**config.mk**
```make
export PLATFORM = sky130hd
export DESIGN_NAME = ddrdll_code_rx
export DESIGN_NICKNAME = d
export VERILOG_FILES = /design/src/rtl/ddrdll_pkg.sv /design/src/rtl/ddrdll_code_sync.sv /design/src/rtl/ddrdll_code_rx.sv
export SDC_FILE = /design/constraint.sdc
export NUM_CORES = 1
export LEC_CHECK = 0
export ABC_AREA = 1
export CAP_MARGIN = 40
export CELL_PAD_IN_SITES_DETAIL_PLACEMENT = 1
export CELL_PAD_IN_SITES_GLOBAL_PLACEMENT = 1
export CORE_ASPECT_RATIO = 0.8
export CORE_MARGIN = 1
export CORE_UTILIZATION = 51
export DETAILED_ROUTE_END_ITERATION = 7
export DONT_BUFFER_PORTS = 1
export GPL_TIMING_DRIVEN = 1
export PLACE_DENSITY = 0.83
export SLEW_MARGIN = 20
export SYNTH_ARGS = -nofsm -noshare
export SYNTH_HDL_FRONTEND = slang
export SYNTH_SLANG_ARGS = --single-unit
```
**constraint.sdc**
```tcl
create_clock -name clk_i -period 4.2 [get_ports clk_i]
set_input_delay 0.84 -clock clk_i [delete_from_list [all_inputs] [get_ports clk_i]]
set_output_delay 0.84 -clock clk_i [all_outputs]
set_load 0.02 [all_outputs]
```
**src/rtl/ddrdll_pkg.sv**
```systemverilog
// Shared types, state encodings and arithmetic helpers for the DDRDLL code receiver.
package ddrdll_pkg;

  localparam int CODE_W   = 9;
  localparam int OFFSET_W = 6;

  typedef logic [CODE_W-1:0] code_t;
  typedef logic [2:0]        state_t;

  localparam state_t S_WAIT_LOCK = 3'd0;
  localparam state_t S_TRACK     = 3'd1;
  localparam state_t S_FREEZE    = 3'd2;
  localparam state_t S_REQ       = 3'd3;
  localparam state_t S_DONE      = 3'd4;
  localparam state_t S_RELEASE   = 3'd5;

  // Two guard bits hold both the sign and the carry, so clamping is a bit test.
  function automatic code_t sat_add(input code_t code, input logic [OFFSET_W-1:0] offset);
    logic [CODE_W+1:0] sum;
    sum = {2'b00, code} + {{(CODE_W+2-OFFSET_W){offset[OFFSET_W-1]}}, offset};
    if (sum[CODE_W+1])   return '0;
    else if (sum[CODE_W]) return '1;
    else                  return sum[CODE_W-1:0];
  endfunction

endpackage

```
**src/rtl/ddrdll_code_sync.sv**
```systemverilog
// Brings the DLL lock and code into the clk_i domain and flags when the
// synchronised code has been constant for STABLE_CYCLES samples.
module ddrdll_code_sync
  import ddrdll_pkg::*;
#(
  parameter int STABLE_CYCLES = 4
) (
  input  logic  clk_i,
  input  logic  rst_n_i,
  input  logic  dll_lock_i,
  input  code_t dll_code_i,
  output logic  lock_s_o,
  output code_t code_s_o,
  output logic  stable_o
);

  localparam int CNT_W = $clog2(STABLE_CYCLES + 1);
  localparam logic [CNT_W-1:0] CNT_MAX = CNT_W'(STABLE_CYCLES);

  logic [1:0]       lock_q;
  code_t            code_meta_q;
  code_t            code_s_q;
  code_t            code_prev_q;
  logic [CNT_W-1:0] cnt_q;
  logic [CNT_W-1:0] cnt_d;

  always_comb begin
    cnt_d = cnt_q;
    if (code_s_q != code_prev_q) cnt_d = '0;
    else if (cnt_q != CNT_MAX)   cnt_d = cnt_q + CNT_W'(1);
  end

  always_ff @(posedge clk_i or negedge rst_n_i) begin
    if (!rst_n_i) begin
      lock_q      <= '0;
      code_meta_q <= '0;
      code_s_q    <= '0;
      code_prev_q <= '0;
      cnt_q       <= '0;
    end else begin
      lock_q      <= {lock_q[0], dll_lock_i};
      code_meta_q <= dll_code_i;
      code_s_q    <= code_meta_q;
      code_prev_q <= code_s_q;
      cnt_q       <= cnt_d;
    end
  end

  // A saturated counter alone would still be set during the first cycle of a new code.
  assign stable_o = (cnt_q == CNT_MAX) && (code_s_q == code_prev_q);
  assign lock_s_o = lock_q[1];
  assign code_s_o = code_s_q;

endmodule

```
**src/rtl/ddrdll_code_rx.sv**
```systemverilog
// Receive side of the DDRDLL delay-code link: filters the DLL code, applies the
// trim offset and pushes it to the DQS delay line over a req/ack handshake.
//
// state     | meaning
// WAIT_LOCK | no usable lock; next stable code is forced through
// TRACK     | locked; update only on enabled drift >= DRIFT_MIN
// FREEZE    | DLL frozen, target captured into upd_code
// REQ       | upd_req high, waiting for ack or timeout
// DONE      | ack seen; commit applied code and count
// RELEASE   | wait for ack low (skipped after timeout), unfreeze
module ddrdll_code_rx
  import ddrdll_pkg::*;
#(
  parameter int STABLE_CYCLES = 4,
  parameter int DRIFT_MIN     = 2,
  parameter int ACK_TIMEOUT   = 64
) (
  input  logic                clk_i,
  input  logic                rst_n_i,
  input  logic                dll_lock_i,
  input  code_t               dll_code_i,
  input  logic [OFFSET_W-1:0] code_offset_i,
  input  logic                upd_en_i,
  input  logic                upd_ack_i,
  output logic                dll_freeze_o,
  output logic                upd_req_o,
  output code_t               upd_code_o,
  output logic                code_valid_o,
  output logic                ack_err_o,
  output logic [7:0]          upd_count_o
);

  localparam int TMO_W = $clog2(ACK_TIMEOUT + 1);
  localparam logic [TMO_W-1:0] TMO_LOAD = TMO_W'(ACK_TIMEOUT - 1);
  localparam logic [CODE_W:0]  DRIFT_C  = (CODE_W+1)'(DRIFT_MIN);

  logic [1:0]       rst_sync_q;
  logic             rst_n_int;
  logic             lock_s;
  logic             stable;
  code_t            code_s;
  code_t            target;
  logic [CODE_W:0]  diff;
  logic [CODE_W:0]  drift;
  logic             drift_hit;

  state_t           state_q, state_d;
  logic [TMO_W-1:0] tmo_q, tmo_d;
  logic             tmo_hit_q, tmo_hit_d;
  code_t            upd_code_q, upd_code_d;
  code_t            applied_q, applied_d;
  logic             valid_q, valid_d;
  logic             err_q, err_d;
  logic [7:0]       count_q, count_d;
  logic             freeze_q;
  logic             req_q;

  // Reset asserts asynchronously but releases on a clock edge.
  always_ff @(posedge clk_i or negedge rst_n_i) begin
    if (!rst_n_i) rst_sync_q <= '0;
    else          rst_sync_q <= {rst_sync_q[0], 1'b1};
  end
  assign rst_n_int = rst_sync_q[1];

  ddrdll_code_sync #(
    .STABLE_CYCLES(STABLE_CYCLES)
  ) u_sync (
    .clk_i     (clk_i),
    .rst_n_i   (rst_n_int),
    .dll_lock_i(dll_lock_i),
    .dll_code_i(dll_code_i),
    .lock_s_o  (lock_s),
    .code_s_o  (code_s),
    .stable_o  (stable)
  );

  assign target    = sat_add(code_s, code_offset_i);
  assign diff      = {1'b0, target} - {1'b0, applied_q};
  assign drift     = diff[CODE_W] ? (~diff + {{CODE_W{1'b0}}, 1'b1}) : diff;
  assign drift_hit = (drift >= DRIFT_C);

  always_comb begin
    state_d    = state_q;
    tmo_d      = tmo_q;
    tmo_hit_d  = tmo_hit_q;
    upd_code_d = upd_code_q;
    applied_d  = applied_q;
    valid_d    = valid_q;
    err_d      = err_q;
    count_d    = count_q;
    case (state_q)
      S_WAIT_LOCK: begin
        if (lock_s && stable && !upd_ack_i) state_d = S_FREEZE;
      end
      S_TRACK: begin
        if (!lock_s) state_d = S_WAIT_LOCK;
        else if (upd_en_i && stable && drift_hit && !upd_ack_i) state_d = S_FREEZE;
      end
      S_FREEZE: begin
        upd_code_d = target;
        tmo_d      = TMO_LOAD;
        tmo_hit_d  = 1'b0;
        state_d    = S_REQ;
      end
      S_REQ: begin
        // Ack takes priority so an ack on the final timeout cycle still succeeds.
        if (upd_ack_i) begin
          state_d = S_DONE;
        end else if (tmo_q == '0) begin
          err_d     = 1'b1;
          tmo_hit_d = 1'b1;
          state_d   = S_RELEASE;
        end else begin
          tmo_d = tmo_q - TMO_W'(1);
        end
      end
      S_DONE: begin
        applied_d = upd_code_q;
        valid_d   = 1'b1;
        count_d   = count_q + 8'd1;
        state_d   = S_RELEASE;
      end
      S_RELEASE: begin
        if (tmo_hit_q || !upd_ack_i) state_d = lock_s ? S_TRACK : S_WAIT_LOCK;
      end
      default: state_d = S_WAIT_LOCK;
    endcase
  end

  always_ff @(posedge clk_i or negedge rst_n_int) begin
    if (!rst_n_int) begin
      state_q    <= S_WAIT_LOCK;
      tmo_q      <= '0;
      tmo_hit_q  <= 1'b0;
      upd_code_q <= '0;
      applied_q  <= '0;
      valid_q    <= 1'b0;
      err_q      <= 1'b0;
      count_q    <= '0;
      freeze_q   <= 1'b0;
      req_q      <= 1'b0;
    end else begin
      state_q    <= state_d;
      tmo_q      <= tmo_d;
      tmo_hit_q  <= tmo_hit_d;
      upd_code_q <= upd_code_d;
      applied_q  <= applied_d;
      valid_q    <= valid_d;
      err_q      <= err_d;
      count_q    <= count_d;
      freeze_q   <= (state_d != S_WAIT_LOCK) && (state_d != S_TRACK);
      req_q      <= (state_d == S_REQ);
    end
  end

  assign dll_freeze_o = freeze_q;
  assign upd_req_o    = req_q;
  assign upd_code_o   = upd_code_q;
  assign code_valid_o = valid_q;
  assign ack_err_o    = err_q;
  assign upd_count_o  = count_q;

endmodule

```
# Word level (Yosys, flattened, before mapping)
# Cells that the tools add are included.
# totals
word_cells,75
ff_bits,75
# op_classes
n_mux,19
n_reduce_logical,17
magnitude_cmp,1
n_eq_ne,14
bitwise_logic,2
add_sub_neg,6
# op_table
operator,count
2-to-1 mux 3 bit,8
2-to-1 mux 9 bit,2
one-hot mux 3 bit (6 select lines),1
2-to-1 mux 7 bit,2
one-hot mux 7 bit (2 select lines),1
adder 10 x 6 -> 11 bit,1
adder 10 x 1 -> 10 bit (second input constant),1
greater-or-equal comparator 10 x 2 -> 1 bit (second input constant),1
2-to-1 mux 10 bit,1
NOT 10 bit,1
subtractor 9 x 9 -> 10 bit,1
equality test 3 x 2 -> 1 bit (second input constant),3
equality test 3 bit (second input constant),3
equality test 9 bit,1
!= test 9 bit,1
AND reduction 3 bit,3
adder 8 x 1 -> 8 bit (second input constant),1
logical AND 1 bit,7
zero test 7 bit,1
subtractor 7 x 1 -> 7 bit (second input constant),1
!= test 2 bit (second input constant),3
nonzero test 2 bit,2
adder 3 x 1 -> 3 bit (second input constant),1
equality test 3 x 1 -> 1 bit (second input constant),1
other kinds (9),11

# Logic depth before layout (Yosys ltp)
# depth
depth_word,15
mapped_depth,33
ltp_nobuf,32

# Hierarchy
# From an unflattened synthesis, not the netlist that was laid out.
# unflattened
cells_unflattened,553
area_unflattened_um2,4270.3
# modules_own_cells
module,instances,cells_per_inst,area_per_inst_um2,seq_area_each_um2
ddrdll_code_rx,1,459,3189.3,1076.0
ddrdll_code_sync,1,94,1081.0,800.8

# Least setup slack after synthesis
# OpenSTA, ideal clock, no wires.
# synth_path
kind,input -> register
from,in code_offset_i[0]
to,reg freeze_q (netlist: dll_freeze_o)
required_ps,4065
arrival_time_ps,4268
slack_ps,-203
setup_ps,135
path_stages,31
path_cell_list,ha_1 -> fa_1 -> nand2_1 -> inv_1 -> nor2_1 -> o21bai_2 -> nand4_1 -> nand2_1 -> a21oi_1 -> xor2_1 -> inv_1 -> o21ai_1 -> ha_1 -> inv_1 -> fa_1 -> inv_1 -> ha_1 -> inv_1 -> nor2_1 -> nand3_1 -> nor2_1 -> nand2_1 -> nand2_1 -> nand2_1 -> nand2_1 -> inv_1 -> nand2_1 -> nor2_2 -> nand3_1 -> nand3_1 -> nand3_1
# synth_via
elab_chain_len,15
# synth_lines
item,line,source
start: declaration,ddrdll_code_rx.sv:22,"input logic [OFFSET_W-1:0] code_offset_i,"
adder 10 x 6 -> 11 bit *,ddrdll_pkg.sv:20,"sum = {2'b00, code} + {{(CODE_W+2-OFFSET_W){offset[OFFSET_W-1]}}, offset};"
2-to-1 mux 9 bit,ddrdll_pkg.sv:22,else if (sum[CODE_W]) return '1;
2-to-1 mux 9 bit *,ddrdll_pkg.sv:21,if (sum[CODE_W+1]) return '0;
subtractor 9 x 9 -> 10 bit *,ddrdll_code_rx.sv:78,"assign diff = {1'b0, target} - {1'b0, applied_q};"
NOT 10 bit,ddrdll_code_rx.sv:79,"assign drift = diff[CODE_W] ? (~diff + {{CODE_W{1'b0}}, 1'b1}) : diff;"
adder 10 x 1 -> 10 bit,ddrdll_code_rx.sv:79,
2-to-1 mux 10 bit *,ddrdll_code_rx.sv:79,
greater-or-equal comparator 10 x 2 -> 1 bit *,ddrdll_code_rx.sv:80,assign drift_hit = (drift >= DRIFT_C);
logical AND 1 bit * (2 in a row),ddrdll_code_rx.sv:97,else if (upd_en_i && stable && drift_hit && !upd_ack_i) state_d = S_FREEZE;
2-to-1 mux 3 bit *,ddrdll_code_rx.sv:97,
2-to-1 mux 3 bit *,ddrdll_code_rx.sv:96,if (!lock_s) state_d = S_WAIT_LOCK;
one-hot mux 3 bit (6 select lines) *,ddrdll_code_rx.sv:91,case (state_q)
!= test 3 x 1 -> 1 bit or nonzero test 3 bit (tied branches),ddrdll_code_rx.sv:151,freeze_q <= (state_d != S_WAIT_LOCK) && (state_d != S_TRACK);
logical AND 1 bit *,ddrdll_code_rx.sv:151,
end signal: assignment,ddrdll_code_rx.sv:151,
end: declaration,ddrdll_code_rx.sv:55,logic freeze_q;
# Mark *: on every way between the ends. The rest lies on a longest branch, timed or not.
# A chain may end at the register's enable or synchronous reset.

# Worst setup path after layout
# Ends and elaborated chain as after synthesis.

==> impl_metrics.xml <==
<?xml version="1.0" encoding="UTF-8"?>
<metrics>
  <group name="yosys">
    <metric name="yosys.area.top_type" unit="">dfrtp_1</metric>
    <metric name="synth_seq_cells" unit="">75</metric>
    <metric name="syn-cell-area" unit="sq um">4035</metric>
    <metric name="synthesis.area_per_instance" unit="sq um">8.054</metric>
    <metric name="yosysUniqueCellTypes" unit="">30</metric>
    <metric name="yosysWarningCount" unit="">0</metric>
    <metric name="post_synth_main_area_contributors" unit="">dfrtp_1 47%, nand2_1 13%, ha_1 7.4%, inv_1 7.1%, nand3_1 4.2%</metric>
    <metric name="synthDominantCellAreaShare" unit="%">46.51</metric>
    <metric name="ys_dominant_reg_cell" unit="">dfrtp_1</metric>
    <metric name="synth_enable_flop_cells" unit="">0</metric>
    <metric name="synth.yosys.seq_area_share" unit="%">46.51</metric>
    <metric name="ys_async_sr_fraction" unit="%">100.0</metric>
    <metric name="syn-num-nets" unit="">547</metric>
    <metric name="synthesis.instances" unit="">501</metric>
  </group>
  <group name="setup_path">
    <metric name="worstSetupStartpointType" unit="">primary input</metric>
    <metric name="rrSetupSlack" unit="ns">0</metric>
    <metric name="timing.rr.start" unit="">u_sync.code_s_o[0]</metric>
    <metric name="crit_path_max_delay_cell_type" unit="">fa_1</metric>
    <metric name="path_max_fanout" unit="">3</metric>
    <metric name="cp.arrival" unit="ns">4.44</metric>
    <metric name="critPathCaptureType" unit="">register</metric>
    <metric name="r2r-end" unit="">dll_freeze_o</metric>
    <metric name="critPathMostFrequentCell" unit="">inv_2</metric>
    <metric name="worst-endpoint-required" unit="ns">4.43</metric>
    <metric name="critPathKind" unit="">in2reg</metric>
    <metric name="worst_setup_path_startpoint" unit="">code_offset_i[0]</metric>
    <metric name="r2r.worst_path.cells" unit="">29</metric>
    <metric name="cpPeakStageDelay" unit="ns">0.51</metric>
  </group>
  <group name="timing">
    <metric name="finalSetupViolations" unit="">1</metric>
    <metric name="final_min_period_over_clock_period" unit="%">100.1</metric>
    <metric name="postLayoutSetupSlackWorst" unit="ns">-0.005496</metric>
    <metric name="timing.max_slew.rel_slack" unit="%">60.85</metric>
    <metric name="slew_violations" unit="">0</metric>
    <metric name="max_slew.worst_pin.slew" unit="ns">0.5851</metric>
    <metric name="period_needed" unit="ns">4.205</metric>
    <metric name="timing.final.hold_violations" unit="">0</metric>
    <metric name="fmax" unit="MHz">237.8</metric>
    <metric name="finalClockSkew" unit="ns">0.01058</metric>
    <metric name="unrepaired_setup_endpoints_after_global_routing" unit="">true</metric>
  </group>
  <group name="global_routing">
    <metric name="grt_start_max_net_pins" unit="">60</metric>
    <metric name="globalRoute.totalOverflow" unit="">0</metric>
    <metric name="number_of_global_route_vias_before_repair" unit="">3659</metric>
    <metric name="grt_first_pass_wirelength" unit="microns">17130</metric>
    <metric name="global_route.usage.total" unit="%">27.84</metric>
    <metric name="antenna_found_initial" unit="">0</metric>
  </group>
  <group name="power_and_ir_drop">
    <metric name="power.density_cell_area" unit="nW/um^2">611.2</metric>
    <metric name="finalPower" unit="W">0.002926</metric>
    <metric name="vdd_drop_max" unit="mV">0.2642</metric>
    <metric name="p_leak" unit="nW">2.507</metric>
  </group>
  <group name="drt">
    <metric name="detail-route-antenna-nets" unit="">0</metric>
    <metric name="vias_per_cell" unit="">5.255</metric>
    <metric name="drt-initial-drc-count" unit="">115</metric>
    <metric name="routed_wl" unit="microns">11000</metric>
    <metric name="routed_wire_length_per_instance" unit="microns">16.61</metric>
    <metric name="drcViolationCount" unit="">0</metric>
    <metric name="detail_route.first_pass.iterations" unit="">4</metric>
    <metric name="overall_via_count_from_detail_route" unit="">3479</metric>
  </group>
  <group name="die">
    <metric name="floorplan.die_area" unit="sq um">8274</metric>
    <metric name="placementRows" unit="">28</metric>
    <metric name="initial_core_util" unit="%">53.57</metric>
    <metric name="pin_count" unit="">41</metric>
    <metric name="die-height" unit="microns">81.56</metric>
    <metric name="coreArea" unit="sq um">7532</metric>
    <metric name="die-width" unit="microns">101.5</metric>
  </group>
  <group name="run_status">
    <metric name="failed_checks" unit="">setup timing</metric>
    <metric name="run_status" unit="">finished, violations left</metric>
  </group>
  <group name="cells_and_area">
    <metric name="fillers" unit="">927</metric>
    <metric name="antenna_cells" unit="">0</metric>
    <metric name="layout-drive-gt1-share" unit="%">17.24</metric>
    <metric name="areaGrowthSynthToFinish" unit="%">18.64</metric>
    <metric name="postLayoutCellArea" unit="sq um">4787</metric>
    <metric name="finalNetCount" unit="">598</metric>
    <metric name="most_common_library_cell_in_the_layout_ignoring_fill_and_taps" unit="">nand2_1</metric>
    <metric name="final_cell_mix" unit="">138 x nand2_1, 73 x dfrtp_1, 72 x inv_1</metric>
    <metric name="final-seq-area" unit="sq um">1882</metric>
    <metric name="multi_input_comb_area" unit="sq um">1939</metric>
  </group>
  <group name="clock_tree">
    <metric name="clock_tree_buf_depth" unit="">2</metric>
    <metric name="total_number_of_h_tree_levels" unit="">3</metric>
    <metric name="tritoncts_buffers" unit="">9</metric>
    <metric name="cts_tree" unit="">done</metric>
    <metric name="clk_latency" unit="ns">0.36</metric>
    <metric name="clockRootBuffer" unit="">clkbuf_8</metric>
    <metric name="path_clk_slew" unit="ns">0.08</metric>
    <metric name="clock-sinks" unit="">75</metric>
    <metric name="cts_hold_buffers" unit="">0</metric>
  </group>
  <group name="job">
    <metric name="drv_cap" unit="">0</metric>
  </group>
  <group name="worst_hold_path">
    <metric name="hold_class" unit="">in2async</metric>
  </group>
  <group name="placed_design">
    <metric name="post_dp_cell_area" unit="sq um">4451</metric>
    <metric name="port-buffer-count" unit="">0</metric>
    <metric name="gpl.final_weighted_congestion" unit="">0.8680</metric>
    <metric name="place.detailed.hpwl" unit="microns">7865</metric>
  </group>
</metrics>
## sequential cells by signal, summed over array words and instances, names as in the netlist
name,flops
ack_err_o,1
upd_code_o,9
rst_sync_q,2
code_valid_o,1
dll_freeze_o,1
upd_req_o,1
tmo_q,7
tmo_hit_q,1
state_q,3
u_sync.code_s_o,9
u_sync.code_prev_q,9
applied_q,9
u_sync.cnt_q,3
u_sync.code_meta_q,9
u_sync.lock_q,2
upd_count_o,8
## area by class of cell
| cell class | instances | area share, % |
|---|---|---|
| Tap cell | 105 | 2.744 |
| Multi-Input combinational cell | 343 | 40.51 |
| Clock buffer | 11 | 2.744 |
| Inverter | 80 | 6.273 |
| Sequential cell | 75 | 39.31 |
| Clock inverter | 5 | 1.255 |
| Timing Repair Buffer | 43 | 7.162 |
## Yosys cell counts, drive strengths merged (3+ instances only)
cell,instances
ha,24
nand3,34
nor2,39
or2,3
o21ai,31
dfrtp,75
nor3,5
xor2,15
a21oi,18
nand2,143
xnor2,6
inv,80
nand3b,5
nand4,8
## layer usage
layer / global-route usage (%) / wire length (microns)
met4: 10.43 / 187
met3: 6.298 / 547
met1: 33.62 / 4802
met5: 0 / 0
met2: 48.98 / 5461
## through the flow
step | instances | setup WS, ns | hold slack (ns) | util, % | setup TNS [ns]
2_1_floorplan | 501 | -0.05714 | 0.3312 | - | -0.1264
3_3_place_gp | 636 | -0.1175 | 0.3332 | 58.72 | -0.3101
3_5_place_dp | 637 | -0.4149 | 0.1877 | 59.09 | -1.149
4_1_cts | 655 | 0.002630 | 0.1659 | 62.04 | 0
5_1_grt | 662 | -0.2534 | 0.1509 | 63.55 | -0.6720
6_report | 662 | -0.005496 | 0.1730 | 63.55 | -0.005496
## report_power, final
group          internal, W  total [W]  switching, W
Combinational     0.000595    0.00144      0.000846
Sequential        0.000812   0.000929      0.000117
Clock             0.000278   0.000556      0.000278
Total              0.00168    0.00293       0.00124
## critical path: cells and delay by family
| family | cells | cell delay (ns) |
|---|---|---|
| buf+inv | 6 | 0.49 |
| fa+ha+maj | 5 | 1.33 |
| compound gates | 3 | 0.31 |
| xor+xnor | 1 | 0.18 |
| simple gates | 14 | 1.25 |
## kinds of logic after synthesis
logic type,count (synthesis),share of synthesized area [%]
AND/OR/NAND/NOR,239,24.99
adder cells (fa/ha/maj),26,8.434
other,1,0.09293
XOR/XNOR,21,4.558
AO/OA/AOI/OAI,56,7.504
flip-flops,75,46.51
buffers and inverters,83,7.907
## worst max path at each step
stage / endpoint / slack, ns / depth (start not counted)
final: dll_freeze_o / -0.005 / 29
after global routing: dll_freeze_o / -0.25 / 30
after CTS: dll_freeze_o / 0.003 / 28
after detailed placement: state_q[0] / -0.41 / 32
after global placement: dll_freeze_o / -0.12 / 28
after floorplan: state_q[0] / -0.06 / 32
## timing repair
| action | 4_1_cts | 5_1_grt |
|---|---|---|
| endpoints found under the setup margin | 3 | 3 |
| setup buffers | 2 | 7 |
| pin swaps | 1 | 5 |
| resized for setup | 5 | 17 |
(Power assumes the default switching activity.)
